[config.mk]
export PLATFORM = sky130hd
export DESIGN_NAME = rr_arbiter
export DESIGN_NICKNAME = d
export VERILOG_FILES = /design/src/rtl/rr_arbiter.sv
export SDC_FILE = /design/constraint.sdc
export NUM_CORES = 1
export LEC_CHECK = 0
export ABC_AREA = 1
export CAP_MARGIN = 10
export CORE_MARGIN = 5
export CORE_UTILIZATION = 40
export DETAILED_ROUTE_END_ITERATION = 12
export GPL_ROUTABILITY_DRIVEN = 0
export PLACE_DENSITY = 0.67
export SLEW_MARGIN = 20
export SYNTH_ARGS = -nofsm -noshare
export SYNTH_HDL_FRONTEND = slang
export SYNTH_SLANG_ARGS = --single-unit
[constraint.sdc]
create_clock -name clk -period 1.3 [get_ports clk]
set_input_delay 0.26 -clock clk [delete_from_list [all_inputs] [get_ports clk]]
set_output_delay 0.26 -clock clk [all_outputs]
set_load 0.01 [all_outputs]
[src/rtl/rr_arbiter.sv]
`default_nettype none
// ============================================================================
//  Module   : rr_arbiter
//  Brief    : N-way round-robin arbiter. Grants one requester at a time and
//             holds the grant until the owner drops its request. Priority
//             rotates so that the last owner is lowest priority next time.
//             Optional macro RR_ARB_TIMEOUT_EN caps a grant at MAX_HOLD
//             cycles and pulses 'timeout' on the forced release.
//  Revision : 1.0 - initial release
// ============================================================================
module rr_arbiter #(
    parameter int N        = 4,
    parameter int MAX_HOLD = 16,
    localparam int IW      = (N > 1) ? $clog2(N) : 1
) (
    input  logic          clk,
    input  logic          reset,
    input  logic [N-1:0]  r,
    output logic [N-1:0]  g,
    output logic          g_valid,
    output logic [IW-1:0] g_idx,
    output logic          timeout
);

    // Reject out-of-range configurations at elaboration time.
    if ((N < 2) || (N > 16) || (MAX_HOLD < 1) || (MAX_HOLD > 65535)) begin : g_bad_params
        $error("rr_arbiter: N must be 2..16 and MAX_HOLD 1..65535");
    end

    typedef enum logic [0:0] {
        S_IDLE  = 1'b0,
        S_GRANT = 1'b1
    } state_t;

    state_t        state_q, state_d;
    logic [IW-1:0] ptr_q,   ptr_d;
    logic [N-1:0]  g_q,     g_d;
    logic [IW-1:0] idx_q,   idx_d;
    logic          valid_q, valid_d;

    logic          win_found;
    logic [IW-1:0] win_idx;
    logic [IW-1:0] next_ptr;

`ifdef RR_ARB_TIMEOUT_EN
    logic [15:0]   hold_q,  hold_d;
    logic          to_q,    to_d;
`endif

    // Circular first-set search of r starting at ptr.
    always_comb begin
        int            cand;
        logic [IW-1:0] cand_idx;
        win_found = 1'b0;
        win_idx   = '0;
        cand      = 0;
        cand_idx  = '0;
        for (int k = 0; k < N; k++) begin
            cand = int'(ptr_q) + k;
            if (cand >= N) begin
                cand = cand - N;
            end
            cand_idx = IW'(cand);
            if (!win_found && r[cand_idx]) begin
                win_found = 1'b1;
                win_idx   = cand_idx;
            end
        end
    end

    // Pointer value after the current owner releases: (owner + 1) mod N.
    assign next_ptr = (idx_q == IW'(N - 1)) ? '0 : idx_q + 1'b1;

    // Next-state and registered-output decode.
    always_comb begin
        state_d = state_q;
        ptr_d   = ptr_q;
        g_d     = g_q;
        idx_d   = idx_q;
        valid_d = valid_q;
`ifdef RR_ARB_TIMEOUT_EN
        hold_d  = hold_q;
        to_d    = 1'b0;
`endif
        case (state_q)
            S_IDLE: begin
                g_d     = '0;
                idx_d   = '0;
                valid_d = 1'b0;
                if (win_found) begin
                    g_d[win_idx] = 1'b1;
                    idx_d        = win_idx;
                    valid_d      = 1'b1;
                    state_d      = S_GRANT;
`ifdef RR_ARB_TIMEOUT_EN
                    hold_d       = '0;
`endif
                end
            end
            S_GRANT: begin
                if (!r[idx_q]) begin
                    g_d     = '0;
                    idx_d   = '0;
                    valid_d = 1'b0;
                    ptr_d   = next_ptr;
                    state_d = S_IDLE;
                end
`ifdef RR_ARB_TIMEOUT_EN
                else if (hold_q == 16'(MAX_HOLD - 1)) begin
                    // Owner still requesting but its time is up: preempt.
                    g_d     = '0;
                    idx_d   = '0;
                    valid_d = 1'b0;
                    ptr_d   = next_ptr;
                    state_d = S_IDLE;
                    to_d    = 1'b1;
                end else begin
                    hold_d  = hold_q + 16'd1;
                end
`endif
            end
            default: begin
                state_d = S_IDLE;
            end
        endcase
    end

    // State and output registers with synchronous reset.
    always_ff @(posedge clk) begin
        if (reset) begin
            state_q <= S_IDLE;
            ptr_q   <= '0;
            g_q     <= '0;
            idx_q   <= '0;
            valid_q <= 1'b0;
        end else begin
            state_q <= state_d;
            ptr_q   <= ptr_d;
            g_q     <= g_d;
            idx_q   <= idx_d;
            valid_q <= valid_d;
        end
    end

`ifdef RR_ARB_TIMEOUT_EN
    // Hold counter and timeout pulse registers.
    always_ff @(posedge clk) begin
        if (reset) begin
            hold_q <= '0;
            to_q   <= 1'b0;
        end else begin
            hold_q <= hold_d;
            to_q   <= to_d;
        end
    end

    assign timeout = to_q;
`else
    assign timeout = 1'b0;
`endif

    assign g       = g_q;
    assign g_valid = valid_q;
    assign g_idx   = idx_q;

endmodule
`default_nettype wire
==> metrics.cfg <==
[detailed_routing]
initialDrtViolationCount = 8
dr.pass1.iters = 4
drcViolationCount = 0
vias = 799
ant_nets = 0
avgRoutedWirePerCell_um = 10.3
viasPerCell = 4.76
wl_um = 1740

[synthesis]
synth_edf_count = 0
ys_types = 24
synthArstFlopShare_pct = 0
yosys_warnings = 0
yosys_most_used_dff = dfxtp_1
synth_seq_cells = 10
syn_area_per_cell_sq_um = 6.22
synth_top_area_share_pct = 27.0
syn_nets = 126
synth_commonest_cells = nand2_1, dfxtp_1, nor2_1
synth_cells = 119
yosysSeqAreaShare_pct = 27.0
synth_area_leaders = dfxtp_1, nand2_1, nand2_2
synth.most_common_cell = nand2_1
synth_top_cell_by_area = dfxtp_1
netlist_area_sq_um = 741

[global_routing]
met3_usage_pct = 4.23
gr-usage-met1_pct = 19.5
grt_max_degree = 12
antenna_found_initial = 0
grtUsageMet2_pct = 22.3
grt_first_pass_wirelength_um = 3040
grt_usage_pct = 14.7
grt_pass1_vias = 713
gr-total-overflow = 0
busiest_layer = met2

[clock_network]
hold_buffers = 0
cts.clk_slew.worst_paths_ps = 70
clock-sinks = 10
cts_root_buf = clkbuf_4
cts_buffer_depth = 2
htree_levels = 1
cts_buffers = 3
cts_tree = built
worstSkewPairLatency_ps = 270

[setup_path]
cp-end-kind = register
timing.rr.start = ptr_q[0]
worstSetupPathType = reg2reg
critPathLaunch = ptr_q[0]
cp.required_ps = 1450
crit_fanout = 11
cp.arrival_ps = 1580
start_kind = register

[run_status]
status = finished with violations
violations = negative setup slack

[timing]
timing.fmax_mhz = 696
layout_setup_ws_ps = -136
skew_ps = 1.95
min_period_ps = 1440
hold_violations = 0
finalSetupViolations = 8
fin_crit_sh_pct = 110
finalSetupTns_ps = -829
rsz0062_at_grt = true
drv_slew = 0
whs_ps = 460

[die]
initial_core_util_pct = 42.4
core_area_sq_mm = 0.00175
dieArea_sq_mm = 0.00281
io_pins = 14
die_h_um = 53.0
die_w_um = 53.0
row_count = 15

[placement]
dp_hpwl_um = 1370
post-place-ws_ps = -453
portBuffers = 12

[worst_hold_path]
hp-class = reg2reg
worstHoldStart = g[2]

[cells_and_area]
n_fill_cell = 177
num_antenna_cells = 0
layout-drive-gt1-share_pct = 40.6
syn_to_final_growth_pct = 42.6
nets = 151
fin_util_pct = 60.5

[power]
p_leak_nw = 0.523
switchingPower_w = 0.000909
sequentialPowerShare_pct = 23.9
combPwrFrac_pct = 62.0
p_int_w = 0.00108
clkPwrFrac_pct = 14.0
peakVddDrop_mv = 1.18
switching_share_pct = 45.6
power_density_mw_per_mm2 = 1890

[flow_run]
maxCapViolations = 0

logic make-up after synthesis:
logic type,after synthesis,share of synthesized area (%)
and+or+nand+nor,79,49.7
DFF,10,27.0
adders and majority gates,1,1.69
buffers and inverters,15,10.1
other,1,0.506
AOI/OAI and AO/OA,13,11.0
critical path: stages, from the launching register on:
cell and delay, ps:
dfxtp_2 330, buf_12 140, inv_8 60, nand2_1 50
nand2_2 100, nand2_2 60, nand2_2 80, nand2_2 60
nand2_1 50, nand2_1 60, nand2_2 110, nor2_4 50
a21oi_1 110, nor2_1 50
layer usage:
| layer | vias up | part of all wire, % |
|---|---|---|
| met5 | - | 0 |
| met4 | 0 | 0.81 |
| met3 | 4 | 3.9 |
| met2 | 14 | 46 |
| met1 | 353 | 49 |
| li1 | 428 | - |
layout by cell type (no fill, tap or decap), types with 2 or more instances in the layout:
cell type / instances
a211oi_1: 2
a21oi_1: 6
a21oi_2: 2
buf_4: 9
clkbuf_4: 3
clkdlybuf4s50_1: 2
dfxtp_1: 6
dfxtp_2: 4
dlygate4sd2_1: 10
inv_1: 6
inv_2: 5
nand2_1: 33
nand2_2: 18
nand2_4: 2
nand3_1: 6
nand3_2: 5
nor2_1: 9
nor2_2: 2
nor2_4: 3
sequential cells by signal, summed over array words and instances (netlist names):
signal,cells
g,4
g_idx,2
ptr_q,2
g_valid,1
state_q,1
power groups by stage:
stage          combinational, W  sequential, W  clock [W]
2_1_floorplan          0.000728       0.000493          0
3_3_place_gp            0.00112       0.000474          0
3_5_place_dp            0.00114       0.000479          0
4_1_cts                 0.00119       0.000480   0.000284
5_1_grt                 0.00137       0.000496   0.000309
6_report                0.00124       0.000477   0.000280
final timing paths:
check                  end  slack [ps]  cells after the start
setup reg to reg  g_idx[0]        -140                     13
setup / recovery  g_idx[0]        -140                     13
hold / removal        g[2]         460                      2
hold reg to reg       g[2]         460                      2
area by class of cell:
cell class | instances | area, sq um | share of cell area (%)
inverter | 12 | 52.6 | 4.98
timing repair inverter | 1 | 6.26 | 0.592
sequential | 10 | 205 | 19.4
multi-input combinational | 94 | 529 | 50.1
timing repair buffer | 22 | 195 | 18.5
tap | 25 | 31.3 | 2.96
clock buffer | 4 | 36.3 | 3.44
per-stage QoR:
step | std cells | total power, W | instance area, sq um
2_1_floorplan | 119 | 0.00122 | 741
3_3_place_gp | 162 | 0.00160 | 950
3_5_place_dp | 162 | 0.00162 | 950
4_1_cts | 168 | 0.00195 | 1030
5_1_grt | 168 | 0.00218 | 1060
6_report | 168 | 0.00199 | 1060
repair_timing:
action                                  CTS  global route
hold endpoints to repair                  0             0
resized for setup                        27             8
pin swaps                                 0             1
endpoints found under the setup margin   15            10
buffers inserted                          1             0
cloned                                    1             0
No activity file was read; power rests on OpenSTA's default activity.
